--- src/rtl/scan_controller_if.sv ---
// Host-side command/status bundle for scan_controller.
// stop_on_hit exists only when STOP_ON_HIT_EN is defined.
interface scan_controller_if #(
  parameter int ADDR_W = 12,
  parameter int CNT_W  = 16
);
  logic              start;
  logic              abort;
  logic [ADDR_W-1:0] base_addr;
  logic [ADDR_W:0]   length;
`ifdef STOP_ON_HIT_EN
  logic              stop_on_hit;
`endif
  logic              busy_o;
  logic              done_o;
  logic              aborted_o;
  logic [CNT_W-1:0]  match_cnt_o;
  logic              hit_found_o;
  logic [ADDR_W-1:0] first_hit_addr_o;

`ifdef STOP_ON_HIT_EN
  modport master (
    output start, abort, base_addr, length, stop_on_hit,
    input  busy_o, done_o, aborted_o, match_cnt_o, hit_found_o, first_hit_addr_o
  );
  modport slave (
    input  start, abort, base_addr, length, stop_on_hit,
    output busy_o, done_o, aborted_o, match_cnt_o, hit_found_o, first_hit_addr_o
  );
`else
  modport master (
    output start, abort, base_addr, length,
    input  busy_o, done_o, aborted_o, match_cnt_o, hit_found_o, first_hit_addr_o
  );
  modport slave (
    input  start, abort, base_addr, length,
    output busy_o, done_o, aborted_o, match_cnt_o, hit_found_o, first_hit_addr_o
  );
`endif
endinterface

--- src/rtl/scan_controller.sv ---
// Sequences a signature scan over a 1-bit sample memory feeding a bit-serial detector.
// Optional macro STOP_ON_HIT_EN: a latched stop_on_hit ends the scan at the first counted hit.
module scan_controller #(
  parameter int ADDR_W  = 12,
  parameter int MEM_LAT = 1,
  parameter int DET_LAT = 2,
  parameter int CNT_W   = 16
) (
  input  logic              clk,
  input  logic              rst,
  scan_controller_if.slave  host,
  output logic [ADDR_W-1:0] mem_addr_o,
  output logic              mem_en_o,
  input  logic              mem_bit_i,
  output logic              det_bit_o,
  output logic              det_bit_valid_o,
  output logic              det_rst_n_o,
  input  logic              det_hit_i
);
  localparam int P  = MEM_LAT + DET_LAT;
  localparam int DW = $clog2(P);

  typedef enum logic [1:0] {IDLE, ISSUE, DRAIN, DONE} state_t;
  state_t state;

  logic [ADDR_W:0]   remaining;
  logic [DW-1:0]     drain_cnt;
  logic [P-1:0]      pipe_v;
  logic [ADDR_W-1:0] pipe_a [P];
  logic              busy, done, aborted, hit_found;
  logic [CNT_W-1:0]  match_cnt;
  logic [ADDR_W-1:0] first_hit_addr;
  logic [ADDR_W:0]   len_clamped;
  logic              hit, stop_hit;

  assign len_clamped = host.length[ADDR_W] ? {1'b1, ADDR_W'(0)} : host.length;
  // Slot P-1 is the hit window of the address issued P cycles earlier.
  assign hit = pipe_v[P-1] & det_hit_i;

`ifdef STOP_ON_HIT_EN
  logic stop_q;
  assign stop_hit = hit & stop_q;
`else
  assign stop_hit = 1'b0;
`endif

  assign det_bit_valid_o = pipe_v[MEM_LAT-1];
  assign det_bit_o       = pipe_v[MEM_LAT-1] & mem_bit_i;

  assign host.busy_o           = busy;
  assign host.done_o           = done;
  assign host.aborted_o        = aborted;
  assign host.match_cnt_o      = match_cnt;
  assign host.hit_found_o      = hit_found;
  assign host.first_hit_addr_o = first_hit_addr;

  always_ff @(posedge clk) begin
    if (rst) begin
      state          <= IDLE;
      remaining      <= '0;
      drain_cnt      <= '0;
      pipe_v         <= '0;
      for (int unsigned i = 0; i < P; i++) pipe_a[i] <= '0;
      mem_addr_o     <= '0;
      mem_en_o       <= 1'b0;
      det_rst_n_o    <= 1'b0;
      busy           <= 1'b0;
      done           <= 1'b0;
      aborted        <= 1'b0;
      match_cnt      <= '0;
      hit_found      <= 1'b0;
      first_hit_addr <= '0;
`ifdef STOP_ON_HIT_EN
      stop_q         <= 1'b0;
`endif
    end else begin
      done    <= 1'b0;
      aborted <= 1'b0;
      pipe_v  <= {pipe_v[P-2:0], mem_en_o};
      pipe_a[0] <= mem_addr_o;
      for (int unsigned i = 1; i < P; i++) pipe_a[i] <= pipe_a[i-1];

      if (hit) begin
        if (match_cnt != '1) match_cnt <= match_cnt + CNT_W'(1);
        if (!hit_found) begin
          hit_found      <= 1'b1;
          first_hit_addr <= pipe_a[P-1];
        end
      end

      case (state)
        IDLE: begin
          if (host.start && !host.abort) begin
            mem_addr_o     <= host.base_addr;
            remaining      <= len_clamped;
            match_cnt      <= '0;
            hit_found      <= 1'b0;
            first_hit_addr <= '0;
`ifdef STOP_ON_HIT_EN
            stop_q         <= host.stop_on_hit;
`endif
            if (len_clamped == '0) begin
              state <= DONE;
              done  <= 1'b1;
            end else begin
              state       <= ISSUE;
              mem_en_o    <= 1'b1;
              busy        <= 1'b1;
              det_rst_n_o <= 1'b1;
            end
          end
        end
        ISSUE, DRAIN: begin
          // Abort and stop-on-hit both discard in-flight bits by clearing the valid pipe.
          if (host.abort) begin
            state       <= IDLE;
            aborted     <= 1'b1;
            mem_en_o    <= 1'b0;
            busy        <= 1'b0;
            det_rst_n_o <= 1'b0;
            pipe_v      <= '0;
          end else if (stop_hit) begin
            state       <= DONE;
            done        <= 1'b1;
            mem_en_o    <= 1'b0;
            busy        <= 1'b0;
            det_rst_n_o <= 1'b0;
            pipe_v      <= '0;
          end else if (state == ISSUE) begin
            mem_addr_o <= mem_addr_o + ADDR_W'(1);
            remaining  <= remaining - (ADDR_W+1)'(1);
            if (remaining == (ADDR_W+1)'(1)) begin
              state     <= DRAIN;
              mem_en_o  <= 1'b0;
              drain_cnt <= DW'(P-1);
            end
          end else if (drain_cnt == '0) begin
            state       <= DONE;
            done        <= 1'b1;
            busy        <= 1'b0;
            det_rst_n_o <= 1'b0;
          end else begin
            drain_cnt <= drain_cnt - DW'(1);
          end
        end
        DONE:    state <= IDLE;
        default: state <= IDLE;
      endcase
    end
  end
endmodule

--- src/flat_wrapper.sv ---
// flat-port wrapper written by rule: the top's interface ports become plain ports
module scan_controller_flat 
#(
  parameter int ADDR_W  = 12,
  parameter int MEM_LAT = 1,
  parameter int DET_LAT = 2,
  parameter int CNT_W   = 16
)
  (clk, rst, mem_addr_o, mem_en_o, mem_bit_i, det_bit_o, det_bit_valid_o, det_rst_n_o, det_hit_i, host_start, host_abort, host_base_addr, host_length, host_busy_o, host_done_o, host_aborted_o, host_match_cnt_o, host_hit_found_o, host_first_hit_addr_o);
  scan_controller_if #(.ADDR_W(ADDR_W), .CNT_W(CNT_W)) host_i ();
  input  logic clk;
  input  logic rst;
  output logic [ADDR_W-1:0] mem_addr_o;
  output logic mem_en_o;
  input  logic mem_bit_i;
  output logic det_bit_o;
  output logic det_bit_valid_o;
  output logic det_rst_n_o;
  input  logic det_hit_i;
  input wire logic [$bits(host_i.start)-1:0] host_start;
  input wire logic [$bits(host_i.abort)-1:0] host_abort;
  input wire logic [$bits(host_i.base_addr)-1:0] host_base_addr;
  input wire logic [$bits(host_i.length)-1:0] host_length;
  output wire logic [$bits(host_i.busy_o)-1:0] host_busy_o;
  output wire logic [$bits(host_i.done_o)-1:0] host_done_o;
  output wire logic [$bits(host_i.aborted_o)-1:0] host_aborted_o;
  output wire logic [$bits(host_i.match_cnt_o)-1:0] host_match_cnt_o;
  output wire logic [$bits(host_i.hit_found_o)-1:0] host_hit_found_o;
  output wire logic [$bits(host_i.first_hit_addr_o)-1:0] host_first_hit_addr_o;
  assign host_i.start = host_start;
  assign host_i.abort = host_abort;
  assign host_i.base_addr = host_base_addr;
  assign host_i.length = host_length;
  assign host_busy_o = host_i.busy_o;
  assign host_done_o = host_i.done_o;
  assign host_aborted_o = host_i.aborted_o;
  assign host_match_cnt_o = host_i.match_cnt_o;
  assign host_hit_found_o = host_i.hit_found_o;
  assign host_first_hit_addr_o = host_i.first_hit_addr_o;
  scan_controller #(.ADDR_W(ADDR_W), .MEM_LAT(MEM_LAT), .DET_LAT(DET_LAT), .CNT_W(CNT_W)) u_core (.clk(clk), .rst(rst), .host(host_i), .mem_addr_o(mem_addr_o), .mem_en_o(mem_en_o), .mem_bit_i(mem_bit_i), .det_bit_o(det_bit_o), .det_bit_valid_o(det_bit_valid_o), .det_rst_n_o(det_rst_n_o), .det_hit_i(det_hit_i));
endmodule
--- config.mk ---
export PLATFORM = sky130hd
export DESIGN_NAME = scan_controller_flat
export DESIGN_NICKNAME = d
export VERILOG_FILES = /design/src/rtl/scan_controller_if.sv /design/src/rtl/scan_controller.sv /design/src/flat_wrapper.sv
export SDC_FILE = /design/constraint.sdc
export NUM_CORES = 1
export LEC_CHECK = 0
export BUFFER_PORTS_ARGS = -buffer_cell sky130_fd_sc_hd__buf_4
export CAP_MARGIN = 20
export CORE_ASPECT_RATIO = 1.4
export CORE_MARGIN = 5
export CORE_UTILIZATION = 25
export DETAILED_ROUTE_END_ITERATION = 10
export PLACE_DENSITY_LB_ADDON = 0.25
export SETUP_SLACK_MARGIN = 0.3
export SLEW_MARGIN = 10
export SYNTH_ARGS = -nofsm -noshare
export SYNTH_HDL_FRONTEND = slang
export SYNTH_SLANG_ARGS = --single-unit
--- constraint.sdc ---
create_clock -name clk -period 1.92 [get_ports clk]
set_clock_uncertainty 0.05 [all_clocks]
set_input_delay 0.192 -clock clk [delete_from_list [all_inputs] [get_ports clk]]
set_output_delay 0.192 -clock clk [all_outputs]
set_load 0.1 [all_outputs]
==> flow_metrics.py <==
metrics = {
    "yosys": {
        "synth_warnings": 0,
        "synth_edf_count": 0,
        "synthSimpleGateAreaFrac_pct": 26.12,
        "ys_top_cells_by_count": "dfxtp_1, nand2_1, nor2_1",
        "synthXorXnorAreaFrac_pct": 2.435,
        "yosysTopAreaCellShare_pct": 46.85,
        "synthArstFlopShare_pct": 0,
        "synth_compound_area_share_pct": 16.38,
        "synth_nets": 548,
        "syn-cell-area_mm2": 0.004315,
        "synth_cell_types": 55,
        "synth_top_family_by_area": "simple AND/OR/NAND/NOR gates",
        "ys_ff_latch": 101,
        "ys_top_cells_by_area": "dfxtp_1, nor2b_1, nand2_1",
        "syn-instance-count": 506,
        "synth-main-ff-cell": "dfxtp_1",
        "yosysMostFrequentCell": "dfxtp_1",
        "ys_seq_area_share_pct": 46.85,
        "yosysTopAreaCell": "dfxtp_1",
        "synth_mux_area_share_pct": 1.189,
        "synthAdderAreaFrac_pct": 3.189,
        "syn_avg_cell_area_um2": 8.528,
    },
    "die": {
        "die_area_mm2": 0.02003,
        "fp.dieW_um": 121.0,
        "coreArea_mm2": 0.01689,
        "ios": 79,
        "num_rows": 56,
        "initial_core_util_pct": 25.56,
        "dieHeight_um": 165.5,
    },
    "timing": {
        "hold_viol": 0,
        "fin_setup_tns_ns": -0.006181,
        "slew_violations": 0,
        "post-route-period-util_pct": 100.3,
        "min_period_ns": 1.926,
        "slew_headroom_pct": 68.87,
        "setup_ws_ns": -0.006181,
        "setup_viol": 1,
        "timing.fmax_mhz": 519.2,
        "worst_pin_slew_ns": 0.4627,
        "rsz0062_at_grt": "true",
    },
    "cells_and_area": {
        "fin_area_mm2": 0.006787,
        "nNetsFinal": 678,
        "syn_to_final_growth_pct": 57.26,
        "fillers": 1662,
        "layout-drive-gt1-share_pct": 46.18,
        "antenna_cells": 0,
    },
    "detailed_routing": {
        "drc": 0,
        "wl_mm": 13.16,
        "vias": 4117,
        "initialDrtViolationCount": 209,
        "wl_per_cell_um": 15.07,
        "firstDrtPassIters": 4,
        "viasPerCell": 4.716,
        "final_antenna_net_count": 0,
    },
    "global_routing": {
        "busiest_layer": "met2",
        "grt.overflow.total": 0,
        "grt_pass1_vias": 4120,
        "grt_max_degree": 67,
        "use_met2_pct": 22.57,
        "antenna_found_initial": 0,
        "grt_use_total_pct": 12.89,
        "grt.met1_usage_pct": 14.97,
        "grt_pass1_wl_mm": 20.68,
        "gr-usage-met3_pct": 2.555,
    },
    "placed_design": {
        "port_buffers": 78,
        "gp_congestion": 0.8030,
        "pre_cts_slack_ns": -0.005724,
        "dpl.hpwl_mm": 8.334,
        "dpl_cell_area_mm2": 0.005573,
    },
    "hold_path": {
        "hold_depth": 3,
        "min_from": "det_hit_i",
        "min_to": "u_core.host.hit_found_o",
        "hold_class": "input port to flop",
    },
    "cts": {
        "cts_htree_levels": 3,
        "cts_tree": "done",
        "cts.path.max_buffers": 2,
        "cts_inserted_buffers": 9,
        "clk_latency_ns": 0.34,
        "cts.sinks": 101,
        "clockRootBuffer": "clkbuf_16",
        "clkTransAtPathRegs_ns": 0.07,
    },
    "worst_setup_path": {
        "regToRegStartpoint": "u_core.remaining[7]",
        "crit_fanout": 3,
        "reg2regPathDepth": 5,
        "crit_arrival_ns": 2.10,
        "crit_required_ns": 2.10,
        "reg2reg_to": "u_core.mem_en_o",
        "r2r_setup_slack_ns": -0.006,
        "startpoint_type": "flop",
        "criticalPathCategory": "flop to flop",
        "endpoint_kind": "flop",
    },
    "power": {
        "power.density_mw_per_mm2": 1757,
        "p_leak_nw": 2.644,
        "irDropWorstVdd_mv": 0.9233,
    },
    "run_status": {
        "violations": "setup timing",
        "status": "finished with violations",
    },
    "run": {
        "maxCapViolations": 0,
    },
}
-- power by group --
group | internal [mW] | switching, mW | leakage, nW
clock | 0.914 | 0.868 | 0.147
sequential | 2.52 | 0.408 | 0.845
combinational | 3.09 | 4.12 | 1.65
total | 6.53 | 5.40 | 2.64
-- routing by layer --
layer / part of all wire [%] / vias to the layer above
li1: - / 2038
met1: 41 / 1945
met2: 52 / 106
met3: 4.9 / 28
met4: 2.6 / 0
met5: 0 / -
-- final cells by class --
cell class,instances,area (um^2),share of cell area [%]
clock buffer,9,225.2,3.319
clock inverter,7,65.06,0.9587
inverter,17,81.33,1.198
multi-input combinational,362,2663,39.23
sequential,101,2137,31.49
tap,232,290.3,4.277
timing repair buffer,145,1325,19.52
-- worst max-delay path, cell delays in order, from the launching register on --
cell,delay (ns)
dfxtp_2,0.33
or4_4,0.57
nor4_4,0.25
a21oi_1,0.12
a211oi_2,0.17
mux2_1,0.33
-- sequential cells by signal, indices dropped and copies added, names as in the netlist --
name	cells
u_core.host.aborted_o	1
u_core.mem_addr_o	12
u_core.state	2
u_core.pipe_a	36
u_core.pipe_v	3
u_core.host.first_hit_addr_o	12
u_core.drain_cnt	2
u_core.remaining	13
u_core.host.match_cnt_o	16
u_core.host.done_o	1
u_core.det_rst_n_o	1
u_core.host.hit_found_o	1
u_core.mem_en_o	1
-- through the flow --
stage | cells | hold slack, ns | util (%) | power [mW]
6_report | 873 | 0.05270 | 40.19 | 11.93
5_1_grt | 873 | 0.06371 | 40.19 | 12.55
4_1_cts | 862 | 0.02628 | 38.25 | 11.09
3_5_place_dp | 813 | 0.3622 | 33.00 | 7.652
3_3_place_gp | 813 | 0.3686 | 33.00 | 7.610
2_1_floorplan | 506 | 0.2221 | - | 6.470
-- what timing repair did --
action,4_1_cts,5_1_grt
setup buffers,28,11
cloned,5,0
resized for setup,67,63
hold buffers,0,0
endpoints found under the setup margin,31,40
pin swaps,45,33
-- worst max path at each step --
| stage | slack [ns] | endpoint | start | depth (start not counted) |
|---|---|---|---|---|
| after floorplan | 0.03 | u_core.host.match_cnt_o[15] | u_core.host.match_cnt_o[3] | 5 |
| after global placement | 0.04 | u_core.mem_en_o | u_core.remaining[1] | 7 |
| after detailed placement | -0.006 | u_core.mem_en_o | u_core.remaining[1] | 7 |
| after CTS | 0.009 | u_core.mem_en_o | u_core.remaining[10] | 5 |
| after global routing | -0.12 | u_core.mem_en_o | u_core.remaining[7] | 5 |
| final | -0.006 | u_core.mem_en_o | u_core.remaining[7] | 5 |
-- cells by family (layout without fill, tap and decap cells) --
group | after synthesis | in the layout
xor gates and xnor gates | 12 | 12
muxes | 5 | 5
and+or+nand+nor | 222 | 222
AOI/OAI and AO/OA | 112 | 112
DFF | 101 | 101
buffers and inverters | 43 | 178
adders and majority gates | 11 | 11
-- placed cells by master (no fill, tap or decap), types with 7 or more instances in the layout --
cell	count
nor3_1	10
a21oi_1	29
clkbuf_16	9
dfxtp_4	28
a21oi_2	13
dfxtp_2	8
nand2_1	52
o21ai_0	7
buf_4	118
xor2_1	10
inv_1	12
buf_6	13
nor2b_1	39
dfxtp_1	65
nor2_1	41
o21ai_2	12
nand3_1	10
Note: power is estimated with default switching activity, not from simulation.
